## src/rtl/l1_l2_request_queue.sv

```systemverilog
// L1-miss to L2 request queue: round-robin I/D arbitration into an in-order FIFO.
// Define L1_L2_QUEUE_STATS_EN to build the saturating dequeue statistics counters.
module l1_l2_request_queue #(
    parameter int ADDRESS_WIDTH     = 32,
    parameter int BYTE_SELECT_WIDTH = 6,
    parameter int DEPTH             = 8
) (
    input  logic                     clk,
    input  logic                     rst_n,
    input  logic                     flush,
    input  logic                     i_req_valid,
    input  logic [ADDRESS_WIDTH-1:0] i_req_addr,
    output logic                     i_req_ready,
    input  logic                     d_req_valid,
    input  logic [1:0]               d_req_op,
    input  logic [ADDRESS_WIDTH-1:0] d_req_addr,
    output logic                     d_req_ready,
    output logic                     l2_req_valid,
    input  logic                     l2_req_ready,
    output logic [1:0]               l2_req_op,
    output logic [ADDRESS_WIDTH-1:0] l2_req_addr,
    output logic                     l2_req_src,
    output logic                     err_illegal_op,
    output logic [$clog2(DEPTH):0]   count,
    output logic [31:0]              stat_i_reads,
    output logic [31:0]              stat_d_reads,
    output logic [31:0]              stat_writes,
    output logic [31:0]              stat_writebacks
);

    localparam int PW = $clog2(DEPTH);
    localparam int CW = PW + 1;
    localparam logic [ADDRESS_WIDTH-1:0] LINE_MASK =
        {ADDRESS_WIDTH{1'b1}} << BYTE_SELECT_WIDTH;

    logic [PW-1:0] wr_q, wr_d, rd_q, rd_d;
    logic [CW-1:0] count_q, count_d;
    logic          last_data_q, last_data_d;
    logic          err_q, err_d;

    logic [1:0]               op_mem   [DEPTH];
    logic [ADDRESS_WIDTH-1:0] addr_mem [DEPTH];
    logic                     src_mem  [DEPTH];

    logic                     full, gnt_i, gnt_d;
    logic                     illegal, enq, deq;
    logic [1:0]               enq_op;
    logic [ADDRESS_WIDTH-1:0] enq_addr;

    assign full = (count_q == CW'(DEPTH));

    // Grants are held low while in reset so ready never leaks out.
    always_comb begin
        gnt_i = 1'b0;
        gnt_d = 1'b0;
        if (rst_n && !flush && !full) begin
            if (i_req_valid && d_req_valid) begin
                gnt_i = last_data_q;
                gnt_d = !last_data_q;
            end else begin
                gnt_i = i_req_valid;
                gnt_d = d_req_valid;
            end
        end
    end

    assign i_req_ready = gnt_i;
    assign d_req_ready = gnt_d;
    assign illegal     = gnt_d && (d_req_op == 2'b11);
    assign enq         = (gnt_i || gnt_d) && !illegal;
    assign deq         = (count_q != '0) && l2_req_ready && !flush;
    assign enq_op      = gnt_d ? d_req_op : 2'b00;
    assign enq_addr    = (gnt_d ? d_req_addr : i_req_addr) & LINE_MASK;

    always_comb begin
        wr_d        = wr_q;
        rd_d        = rd_q;
        count_d     = count_q;
        last_data_d = last_data_q;
        err_d       = 1'b0;
        if (flush) begin
            wr_d        = '0;
            rd_d        = '0;
            count_d     = '0;
            last_data_d = 1'b1;
        end else begin
            if (gnt_i || gnt_d) last_data_d = gnt_d;
            err_d = illegal;
            if (enq) wr_d = wr_q + PW'(1);
            if (deq) rd_d = rd_q + PW'(1);
            if (enq && !deq)      count_d = count_q + CW'(1);
            else if (!enq && deq) count_d = count_q - CW'(1);
        end
    end

    always_ff @(posedge clk or negedge rst_n) begin
        if (!rst_n) begin
            wr_q        <= '0;
            rd_q        <= '0;
            count_q     <= '0;
            last_data_q <= 1'b1;
            err_q       <= 1'b0;
        end else begin
            wr_q        <= wr_d;
            rd_q        <= rd_d;
            count_q     <= count_d;
            last_data_q <= last_data_d;
            err_q       <= err_d;
        end
    end

    always_ff @(posedge clk) begin
        if (enq) begin
            op_mem[wr_q]   <= enq_op;
            addr_mem[wr_q] <= enq_addr;
            src_mem[wr_q]  <= gnt_d;
        end
    end

    assign l2_req_valid   = (count_q != '0);
    assign l2_req_op      = op_mem[rd_q];
    assign l2_req_addr    = addr_mem[rd_q];
    assign l2_req_src     = src_mem[rd_q];
    assign err_illegal_op = err_q;
    assign count          = count_q;

`ifdef L1_L2_QUEUE_STATS_EN
    logic [31:0] st_ir_q, st_dr_q, st_wr_q, st_wb_q;

    function automatic logic [31:0] sat_inc(input logic [31:0] v);
        return (v == '1) ? v : v + 32'd1;
    endfunction

    always_ff @(posedge clk or negedge rst_n) begin
        if (!rst_n) begin
            st_ir_q <= '0;
            st_dr_q <= '0;
            st_wr_q <= '0;
            st_wb_q <= '0;
        end else if (flush) begin
            st_ir_q <= '0;
            st_dr_q <= '0;
            st_wr_q <= '0;
            st_wb_q <= '0;
        end else if (deq) begin
            case (l2_req_op)
                2'b00: begin
                    if (l2_req_src) st_dr_q <= sat_inc(st_dr_q);
                    else            st_ir_q <= sat_inc(st_ir_q);
                end
                2'b01:   st_wr_q <= sat_inc(st_wr_q);
                2'b10:   st_wb_q <= sat_inc(st_wb_q);
                default: ;
            endcase
        end
    end

    assign stat_i_reads    = st_ir_q;
    assign stat_d_reads    = st_dr_q;
    assign stat_writes     = st_wr_q;
    assign stat_writebacks = st_wb_q;
`else
    assign stat_i_reads    = '0;
    assign stat_d_reads    = '0;
    assign stat_writes     = '0;
    assign stat_writebacks = '0;
`endif

endmodule

```

## config.mk

```make
export PLATFORM = sky130hd
export DESIGN_NAME = l1_l2_request_queue
export DESIGN_NICKNAME = d
export VERILOG_FILES = /design/src/rtl/l1_l2_request_queue.sv
export SDC_FILE = /design/constraint.sdc
export NUM_CORES = 1
export LEC_CHECK = 0
export CAP_MARGIN = 30
export CORE_MARGIN = 2
export CORE_UTILIZATION = 55
export CTS_CLUSTER_SIZE = 30
export DETAILED_ROUTE_END_ITERATION = 6
export PLACE_DENSITY = 0.95
export SYNTH_ARGS = -nofsm -noshare
export SYNTH_HDL_FRONTEND = slang
export SYNTH_SLANG_ARGS = --single-unit
```

## constraint.sdc

```tcl
create_clock -name clk -period 6.34 [get_ports clk]
set_input_delay 0.634 -clock clk [delete_from_list [all_inputs] [get_ports clk]]
set_output_delay 0.634 -clock clk [all_outputs]
set_load 0.005 [all_outputs]
```

# Yosys cells after proc, flatten, opt, wreduce, memory -nomap -nowiden
# Memories as Yosys holds them, arrays and structs flattened.
# Index checks and enable logic that the tools add are counted.
[classes] n_addsub=4 n_reduce_logical=21 eq_ne=2 mux=18
[op_table] op="$mux 32" n=1
[op_table] op="$mux 3" n=4
[op_table] op="$mux 4" n=3
[op_table] op="$logic_and 1x1->1" n=9
[op_table] op="$mux 1" n=9
[op_table] op="$add 3x1->3 const B" n=2
[op_table] op="$logic_not 1->1" n=6
[op_table] op="$reduce_bool 2->1" n=3
[op_table] op="$add 4x1->4 const B" n=1
[op_table] op="$eq 4x4->1 const B" n=1
[op_table] op="$reduce_bool 4->1" n=1
[op_table] op="$sub 4x1->4 const B" n=1
[op_table] op="$reduce_bool 3->1" n=1
[op_table] op="$eq 2x2->1 const B" n=1
[op_table] op="$mux 2" n=1
[op_table] op="$logic_or 1x1->1" n=1
[word_totals] register_bits=12 ramBits=232 in_bits=72 out_inout_bits=171 elab_cells=53 memories=3
[memory_table] name="addr_mem" words=8 word_bits=26 read_ports=1 rd_ports_with_merged_regs=0 write_ports=1 line="42" rtl="logic [ADDRESS_WIDTH-1:0] addr_mem [DEPTH];"
[memory_table] name="op_mem" words=8 word_bits=2 read_ports=1 rd_ports_with_merged_regs=0 write_ports=1 line="41" rtl="logic [1:0] op_mem [DEPTH];"
[memory_table] name="src_mem" words=8 word_bits=1 read_ports=1 rd_ports_with_merged_regs=0 write_ports=1 line="43" rtl="logic src_mem [DEPTH];"

# Depth between registers and ports, before layout
# Gate-level depths: netlist of the first run.
[depth] depth_word=12 ltp_mapped=11 ltp_nobuf=9

# Least setup slack after synthesis of the first run
# Ideal clock, no wire load.
[synth_path] kind="in2reg" start="in flush" end="mem addr_mem[2][0] (netlist name) (enable)" cell_stages=3 path_slack_ps=2296 arrival_ps=3587 path_cell_list="a211o_1 or3_1 nor3b_1"
[synth_via] elab_chain_cells=9 word_cells_on_any_way=11 classes_between="mux: 4; reduce/logical: 7"
[synth_rtl] element="start, declared" line="10" rtl="input logic flush,"
[synth_rtl] element="$logic_not 1->1 *" line="56" rtl="if (rst_n && !flush && !full) begin"
[synth_rtl] element="$logic_and 1x1->1 * (2 in a row)" line="56"
[synth_rtl] element="$mux 1" line="56"
[synth_rtl] element="$logic_and 1x1->1" line="69" rtl="assign illegal = gnt_d && (d_req_op == 2'b11);"
[synth_rtl] element="$logic_not 1->1" line="70" rtl="assign enq = (gnt_i || gnt_d) && !illegal;"
[synth_rtl] element="$logic_and 1x1->1 *" line="70"
[synth_rtl] element="$mux 1 *" line="113" rtl="if (enq) begin"
[synth_rtl] element="$mux 1 (not written as such) *" line="115" rtl="addr_mem[wr_q] <= enq_addr;"
[synth_rtl] element="end, declared" line="42"
# Mark *: on every way between the ends. The rest lies on a longest branch, timed or not.

# Final worst setup path of the first run
[layout_path] start="in rst_n" end="out d_req_ready"
[layout_via] elab_chain_cells=3
[layout_rtl] element="start, declared" line="9" rtl="input logic rst_n,"
[layout_rtl] element="$logic_and 1x1->1 (2 in a row)" line="56"
[layout_rtl] element="$mux 1" line="56"
[layout_rtl] element="end, declared" line="17" rtl="output logic d_req_ready,"
# Every way passes these cells.

==> results of run 1 <==
cells by family after synthesis:
| logic type | Yosys count |
|---|---|
| buf+inv | 166 |
| fa+ha+maj | 5 |
| flops | 244 |
| xor+xnor | 4 |
| mux | 114 |
| other cells | 1 |
| compound gates | 17 |
| simple gates | 45 |
final cells by class:
cell class / count / share of cell area
Inverter: 8 / 0.00241
Sequential cell: 244 / 0.584
Multi-Input combinational cell: 319 / 0.236
Tap cell: 265 / 0.0266
Clock inverter: 16 / 0.0169
Timing Repair Buffer: 107 / 0.0869
Clock buffer: 26 / 0.0471
flip-flops by register name (all words and copies together), names as in the netlist:
register,flops
addr_mem,208
count,4
err_illegal_op,1
last_data_q,1
op_mem,16
rd_q,3
src_mem,8
wr_q,3
cells in the mapped netlist, types with 2 or more instances:
cell type and instances:
a211oi_1 2, a21oi_1 5, a311o_1 3, and2_4 2
buf_2 2, buf_4 134, buf_6 2, clkbuf_1 20
dfrtp_1 11, edfxtp_1 232, ha_1 4, inv_1 8
mux2_2 55, mux4_2 58, nand2_1 9, nand2b_1 2
nor2_1 13, nor3_1 7, nor3b_1 5, o21ai_0 2
or3_1 2, xnor2_1 2, xor2_1 2
metrics by stage:
stage	util	cells	hold slack (ns)	area, um^2
after detailed placement	0.601	943	0.571	11700
after CTS	0.643	985	0.562	12500
after global placement	0.599	941	0.539	11600
after floorplan	-	729	0.338	11300
after global routing	0.643	985	0.604	12500
final	0.643	985	0.546	12500
power by group:
part | internal [uW] | switching [uW]
clock | 872 | 562
combinational | 560 | 349
sequential | 1810 | 91.5
worst max-delay path: cells and delay by family:
family | cells | cell delay (ns)
buffers and inverters | 5 | 2.14
AOI/OAI and AO/OA | 1 | 0.46
and+or+nand+nor | 1 | 0.12
final timing paths:
| path | to | from | slack [ns] | cells after the start |
|---|---|---|---|---|
| min in group clk | last_data_q | last_data_q | 0.57 | 2 |
| worst min-delay path | rd_q[1] | rst_n | 0.55 | 1 |
| worst max register to register | count[3] | count[0] | 3.42 | 9 |
| worst max-delay path | d_req_ready | rst_n | 2.35 | 7 |
| worst min register to register | last_data_q | last_data_q | 0.57 | 2 |
| max in group asynchronous | rd_q[0] | rst_n | 5.31 | 1 |
layer usage:
layer  up-vias  track usage  routed length (um)
met2       277        0.344               10600
met3        28       0.0275                1380
met4         0       0.0531                 354
met1      2636        0.244                7370
li1       2253            -                   -
met5         -            0                   0
==> impl_results.md, run 1 <==
* Status: completed
* CP Launch Type: input pin
* Critical Path RT at between 5 and 6 ns
* DRT iter0 DRCs at 460
* Rows at 51
* Clock tree buffer depth at 3
* Number of remaining DRC errors at 0
* Final max-slew violation count at 0
* Slew headroom at 0.414
* Die height at 144 um
* Largest family of logic cells by synthesized area: multiplexers
* Hold Path Class: in2async
* Setup ws final at 2.35 ns
* Power Total at 4250 uW
* Top FF cell, synth: edfxtp_1
* Num Clock Sinks at 244
* Max Clk Rate at 250 MHz
* Synth warn at 0
* Post-synthesis simple-gate area fraction at 0.0214
* Mapped cell area at approximately 0.011 mm^2
* Vias in the first global route at 5178
* Measured slew at the worst slew-check pin at 0.880 ns
* Fin crit period at between 3 and 4 ns
* Ratio of final minimum period to clock period at 0.630
* Initial Utilization at 0.557
* Antenna violations before repair at 0
* PD cells at 341 mW/mm^2
* Die ar. at ~0.021 mm^2
* Slowest CP cell: clkdlybuf4s50_1
* Synthesized flop and latch total at 244
* Post-CTS Setup Inserts at 0
* Clock transition at path regs at approximately 0.06 ns
* Post-cts sizing count at 0
* Final hold viol count at 0
* Post-synth ARST share at 0.0492
* Adder-cell share of the synthesized area at 0.00648
* Avg Synthesized Cell Area at 18.1 um^2
* GRT Util Overall at 0.191
* Unrepaired setup endpoints after global routing: false
* I/O pin count at 243
* Worst Setup Path Type: in2out
* Layout cell share with drive strength beyond 1 at 0.243
* CTS tree: built
* Commonest non-fill, non-tap cell in the layout: edfxtp_1
* Max cap viols at 0
* Grt total ovfl at 0
* Setup WS pre-CTS at 2.32 ns
* Core area at 0.0194 mm^2
* Antenna viol nets, final at 0
* Synth unique cells at 37
* Xor-xnor portion of the synthesized cell area at 0.00324
* Final setup viols at 0
* Largest cells by area after synthesis: edfxtp_1, mux4_2, buf_4
* Crit. End Element: output port
* Crit-path cells: clkdlybuf4s50_1 -> inv_1 -> a211oi_1 -> nand3_2 -> buf_4 -> inv_1 -> clkdlybuf4s50_1
* Setup TNS at 0 ns
* Largest net degree at the start of global routing at 33
* Leakage at 0.00426 uW
* Gate Count Post-Synth at 596
* Worst-Skew Late Latency at 0.50 ns
* Synth Area in Compound Gates at 0.0113
* Post-synthesis mux area share at 0.179
* Routed WL at 19700 um
* Number of diodes at 0
* HPWL after DPL at 11900 um
* WL/cell at 20.0 um
* Post-synth EDFFs at 232
* First-pass GRT wire length at between 20000 and 30000 um
* Nets at 780
* Hold Buf Count CTS at 0
* Worst EP arrival at 3.36 ns
* FF+latch area at 0.00727 mm^2
* Share of the synthesized area in the top cell type at 0.644
* Multi-input logic area at ~0.0029 mm^2
* Crit-path max cell delay at 0.89 ns
* Vias per cell at 5.27
* H-tree Lvls at 1
* Routability Congestion at ~0.76
* Largest fanout on the critical path at 30
* Worst vdd ir at 0.285 mV
* Die W at ~140 um
* Clock skew at 0.00949 ns
* Fillers at 1271
* Input/output buffers at 96
* Root buffer selected by CTS: clkbuf_16
* Layout area overhead at 15.3%
* TritonCTS Buffers at 23
* Drt pass-1 iters at 4
* Synth area leader: edfxtp_1
* Most frequent cells in the layout: edfxtp_1, conb_1, clkdlybuf4s50_1
* Post-synthesis sequential area ratio at 0.672
* Vias at a little over 5000
Power figures use the tool's default switching activity.
==> run 2: changes to the inputs <==
- CORE_UTILIZATION: 55 -> 46
- PLACE_DENSITY: 0.95 -> 0.89
- clock period: 6.34 -> 3.2 ns (I/O delays scaled with it)
==> run 2 against run 1 <==
  * Via count barely moved
  * Largest power group unchanged
  * Non-clock buffer count is 17 higher
  * Hold slack lost 0.39 ns
  * Core utilization decreased by 9.7 points
  * Critical endpoint is now l2_req_op[0]
  * Clock-buffer cell count rose by 1
==> impl_results.md, run 2 (synthesis gave the netlist of run 1 again) <==
* Status: completed
* Worst vdd ir at 0.497 mV (+74%)
* Power Total at 8530 uW (+100%)
* Final hold viol count at 0 (unchanged)
* Ratio of final minimum period to clock period at 0.934
* Worst path buffer plus inverter count at 2 (-3)
* Crit-path cells: buf_4 -> mux4_2 -> mux2_2 -> clkdlybuf4s50_1
* Worst R2R Start: count[0]
* Layout cell share with drive strength beyond 1 at 0.262 (+0.0185)
* Hold Path Class: in2async
* CP Launch Type: flip-flop
* Max cap viols at 0 (unchanged)
* Number of diodes at 0 (unchanged)
* Die ar. at 0.0247 mm^2 (+19%)
* Fin crit period at 2.99 ns
* Setup TNS at 0 ns (unchanged)
* Core area at 0.0233 mm^2 (+20%)
* Critical Path RT at 2.88 ns (-2.83 ns)
* Worst EP arrival at 2.67 ns (-0.69 ns)
* Clock transition at path regs at 0.06 ns (about the same)
* Fillers at 1783 (+40%)
* Antenna violations before repair at 0 (unchanged)
* Clock tree buffer depth at 3 (unchanged)
* Vias at 5193 (-0.019%)
* Multi-input logic area at 0.00299 mm^2 (+1.3%)
* Nets at 798 (+2.3%)
* Layout area overhead at 17.5%
* Measured slew at the worst slew-check pin at 0.613 ns (-0.267 ns)
* I/O pin count at 243 (unchanged)
* Clock skew at 0.0231 ns (+0.0136 ns)
* Die height at 157 um (+9.1%)
* HPWL after DPL at 12400 um (+4.4%)
* PD cells at 671 mW/mm^2 (+97%)
* Leakage at 0.00435 uW (+1.9%)
* FF+latch area at 0.00727 mm^2 (unchanged)
* H-tree Lvls at 1 (unchanged)
* Flop2flop setup slack at 0.40 ns (-3.02 ns)
* Final max-slew violation count at 0 (unchanged)
* Slowest CP cell: dfrtp_2
* Routed WL at 19900 um (+1.1%)
* WL/cell at 18.8 um (-5.8%)
* Vias per cell at 4.91 (-6.8%)
* Max FFs per register at 208 (unchanged)
* Worst-Skew Late Latency at 0.52 ns (+0.02 ns)
* Reg2reg path depth at 9 (unchanged)
* TritonCTS Buffers at 24 (+4.3%)
* Largest net degree at the start of global routing at 30 (-9.1%)
* DRT iter0 DRCs at 326 (-29%)
* Commonest non-fill, non-tap cell in the layout: edfxtp_1
* Routability Congestion at 0.763 (+0.20%)
* Reg2Reg Capture Point: count[3]
* Crit-path leading delay family: buffers and inverters
* Max Clk Rate at 335 MHz
* First-pass GRT wire length at 29500 um (+0.80%)
* Die W at 157 um (+9.1%)
* Initial Utilization at 0.465 (-0.0926)
* GRT Util Overall at 0.161 (-0.0296)
* Worst Setup Path Type: reg2out
* Register name with the most flops: addr_mem
* Largest fanout on the critical path at 22 (-27%)
* Input/output buffers at 96 (unchanged)
* Root buffer selected by CTS: clkbuf_16
* Rows at 56 (+9.8%)
* Unrepaired setup endpoints after global routing: false
* Hold Buf Count CTS at 0 (unchanged)
* Grt total ovfl at 0 (unchanged)
* Number of remaining DRC errors at 0 (unchanged)
* Post-cts sizing count at 0 (unchanged)
* Drt pass-1 iters at 7 (+3)
* Final setup viols at 0 (unchanged)
* Most frequent cells in the layout: edfxtp_1, conb_1, clkdlybuf4s50_1
* Crit. End Element: output port
* Largest regs: addr_mem x208, op_mem x16, src_mem x8
* Num Clock Sinks at 244 (unchanged)
* Crit-path max cell delay at 0.62 ns (-0.27 ns)
* Slew headroom at 0.591 (+0.178)
* Antenna viol nets, final at 0 (unchanged)
* CTS tree: built
* Vias in the first global route at 5155 (-0.44%)
* Post-CTS Setup Inserts at 0 (unchanged)
-- run 2: worst max-delay path by stage --
stage | end | slack (ns) | depth (start not counted) | startpoint
after floorplan | addr_mem[6][0] | 0.18 | 4 | count[0]
after global placement | count[3] | 0.40 | 10 | rst_n
after detailed placement | count[3] | 0.37 | 10 | rst_n
after CTS | l2_req_addr[25] | 0.06 | 4 | rd_q[0]
after global routing | d_req_ready | 0.07 | 5 | count[0]
final | l2_req_op[0] | 0.21 | 4 | rd_q[1]
-- run 2: through the flow --
step | cells | setup slack (ns) | instance area, um^2 | hold WS [ns] | utilization
3_5_place_dp | 1011 | 0.366 | 11900 | 0.574 | 0.510
5_1_grt | 1057 | 0.0660 | 12700 | 0.168 | 0.546
2_1_floorplan | 729 | 0.184 | 11300 | 0.0244 | -
6_report | 1057 | 0.211 | 12700 | 0.158 | 0.546
4_1_cts | 1054 | 0.0601 | 12700 | 0.148 | 0.545
3_3_place_gp | 1011 | 0.402 | 11900 | 0.542 | 0.510
-- run 2: area by class of cell --
cell class | instances | area share
Clock buffer | 27 | 0.0482
Clock inverter | 16 | 0.0152
Inverter | 8 | 0.00236
Multi-Input combinational cell | 319 | 0.235
Sequential cell | 244 | 0.573
Tap cell | 319 | 0.0314
Timing Repair Buffer | 124 | 0.0952
-- run 2: routing by layer --
metal	share of wire	GRT usage	wire length, um	vias to the layer above
li1	-	-	-	2287
met1	0.39	0.205	7720	2650
met2	0.54	0.297	10700	231
met3	0.057	0.0187	1120	25
met4	0.015	0.0372	305	0
met5	0	0	0	-
-- run 2: power breakdown --
group	internal [uW]	switching (uW)	total, uW
Sequential	3600	89.3	3680
Clock	1700	1130	2830
Combinational	1190	820	2010
Total	6480	2040	8530
==> run 3: changes to the inputs <==
- CORE_UTILIZATION: 46 -> 45
- PLACE_DENSITY: 0.89 -> 0.87
==> run 3 against run 2 <==
  * Non-clock buffer count is 4 lower
  * Hold slack better by 0.0088 ns
  * Via count is 2.6% higher
  * Critical path depth is 5 higher
  * Die area is 2.2% higher
  * Combinational power hardly changed
  * Fmax is 3.3% lower
  * Clock-buffer cell count is 4 higher
  * Register-to-register slack worse by 0.29 ns
  * Wire length is 3.1% higher
  * Sequential power hardly changed
  * Final area is 0.73% lower
  * Largest cell class unchanged
==> impl_results.md, run 3 (synthesis gave the netlist of run 1 again) <==
* Worst-Skew Late Latency at 0.51 ns (about the same)
* Status: completed
* Largest fanout on the critical path at 7 (-68%)
* WL/cell at 19.5 um (+3.4%)
* Placed cell area at 0.0119 mm^2 (about the same)
* Most frequent cells in the layout: edfxtp_1, conb_1, clkdlybuf4s50_1
* Final hold viol count at 0 (unchanged)
* Clock skew at 0.0188 ns (-0.00426 ns)
* CP Launch Type: flip-flop
* Post-route cell area at 0.0126 mm^2 (-0.73%)
* Worst EP arrival at 3.46 ns (+0.79 ns)
* Crit. End Element: flip-flop
* Root buffer selected by CTS: clkbuf_16
* Number of diodes at 0 (unchanged)
* Commonest non-fill, non-tap cell in the layout: edfxtp_1
* Drt pass-1 iters at 4 (-3)
* PD cells at 657 mW/mm^2 (-2.1%)
* Clock transition at path regs at 0.06 ns (about the same)
* Met2 Wirelength at 10700 um (-0.32%)
* Worst vdd ir at 0.559 mV (+12%)
* Fin crit period at 3.09 ns (+0.102 ns)
* FF+latch area at 0.00727 mm^2 (unchanged)
* Die ar. at 0.0253 mm^2 (+2.2%)
* Initial Utilization at 0.459 (-0.00553)
* Routability Congestion at 0.793 (+3.9%)
* Fillers at 1820 (+2.1%)
* Top routing layer in use: met4
* Critical Path RT at 3.57 ns (+0.69 ns)
* Post-CTS Setup Inserts at 0 (unchanged)
* Unrepaired setup endpoints after global routing: false
* Vias per cell at 5.06 (+2.9%)
* Post-cts sizing count at 0 (unchanged)
* Grt total ovfl at 0 (unchanged)
* Clock Power Share at 0.315 (-0.017)
* Number of remaining DRC errors at 0 (unchanged)
* Vias at 5330 (+2.6%)
* H-tree Lvls at 1 (unchanged)
* First-pass GRT wire length at 31000 um (+4.9%)
* Register name with the most flops: addr_mem
* Clock tree buffer depth at 3 (unchanged)
* Hold Buf Count CTS at 0 (unchanged)
* Layout Utilization at 0.536 (-0.0104)
* HPWL after DPL at 12700 um (+2.4%)
* Layout cell share with drive strength beyond 1 at 0.248 (-0.0139)
* Internal power at 6260 uW (-3.5%)
* Ratio of final minimum period to clock period at 0.966 (+0.0320)
* Max FFs per register at 208 (unchanged)
* Sw Share at 0.244 (+0.00494)
* Largest regs: addr_mem x208, op_mem x16, src_mem x8
* Sequential fraction of design power at 0.442 (+0.010)
* TritonCTS Buffers at 24 (unchanged)
* Largest net degree at the start of global routing at 58 (+93%)
* Multi-input logic area at 0.00299 mm^2 (unchanged)
* Rows at 56 (unchanged)
* Num Clock Sinks at 244 (unchanged)
* Core area at 0.0235 mm^2 (+1.2%)
* Leakage at 0.00429 uW (-1.3%)
* Worst Setup Path Type: reg2reg
* DRT met1 WL at 7960 um (+3.1%)
* GRT Util Overall at 0.157 (-0.00384)
* Setup TNS at 0 ns (unchanged)
* Comb power frac at 0.243 (+0.007)
* Input/output buffers at 96 (unchanged)
* Die W at 159 um (+1.1%)
* Nets at 794 (-0.50%)
* Psw at 2020 uW (-0.83%)
* CTS tree: built
* Final setup viols at 0 (unchanged)
* Die height at 159 um (+1.1%)
* Met3 WL at 1540 um (+37%)
* Antenna violations before repair at 0 (unchanged)
* Final max-slew violation count at 0 (unchanged)
* Routed WL at 20500 um (+3.1%)
* Antenna viol nets, final at 0 (unchanged)
* DRT iter0 DRCs at 268 (-18%)
* Layout area overhead at 16.6%
* Measured slew at the worst slew-check pin at 0.602 ns (-0.0112 ns)
* Vias in the first global route at 5288 (+2.6%)
* Slew headroom at 0.599 (+0.00749)
* Max Clk Rate at 324 MHz (-3.3%)
* I/O pin count at 243 (unchanged)
* Max cap viols at 0 (unchanged)
* Hold Path Class: in2async
==> run 3: power by group through the flow <==
stage / Clock, uW / Combinational, uW / Sequential [uW]
2_1_floorplan: 0 / 1390 / 3700
3_3_place_gp: 0 / 1990 / 3720
3_5_place_dp: 0 / 2020 / 3730
4_1_cts: 2640 / 2050 / 3660
5_1_grt: 2780 / 2180 / 3670
6_report: 2610 / 2010 / 3670
==> run 3: path summary, 6_finish.rpt <==
path                                   from              to  slack, ns  cells after the start
worst max-delay path               count[1]        count[3]       0.11                      9
worst min-delay path                  rst_n         rd_q[1]       0.17                      2
worst max register to register     count[1]        count[3]       0.11                      9
worst min register to register  last_data_q     last_data_q       0.59                      2
max in group asynchronous             rst_n     last_data_q       2.80                      2
min in group clk                d_req_op[0]  err_illegal_op       0.48                      3
==> run 3: metal layers <==
layer	global-route usage	vias to the layer above
met4	0.0331	0
met1	0.204	2731
met5	0	-
li1	-	2278
met2	0.282	291
met3	0.0253	30
==> run 3: area by class of cell <==
class	instances	area share
clock buffer	31	0.0514
inverter	8	0.00238
tap	319	0.0317
timing repair buffer	120	0.0945
multi-input combinational	319	0.237
clock inverter	13	0.00645
sequential	244	0.577
==> run 3: metrics by stage <==
step / instances / hold slack [ns] / power [uW] / setup WS [ns]
2_1_floorplan: 729 / 0.0244 / 5090 / 0.184
3_3_place_gp: 1010 / 0.545 / 5710 / 0.270
3_5_place_dp: 1010 / 0.577 / 5750 / 0.228
4_1_cts: 1054 / 0.163 / 8360 / 0.133
5_1_grt: 1054 / 0.165 / 8630 / 0.00891
6_report: 1054 / 0.167 / 8280 / 0.109
==> run 3: critical path, cell delays in order (launching register included) <==
cell and delay (ns):
dfrtp_1 0.44, or4_1 0.59, and2_4 0.21, or3_1 0.43, ha_1 0.31, a21o_2 0.21
a21oi_1 0.32, a211oi_1 0.10, a21oi_1 0.18, o221ai_1 0.16
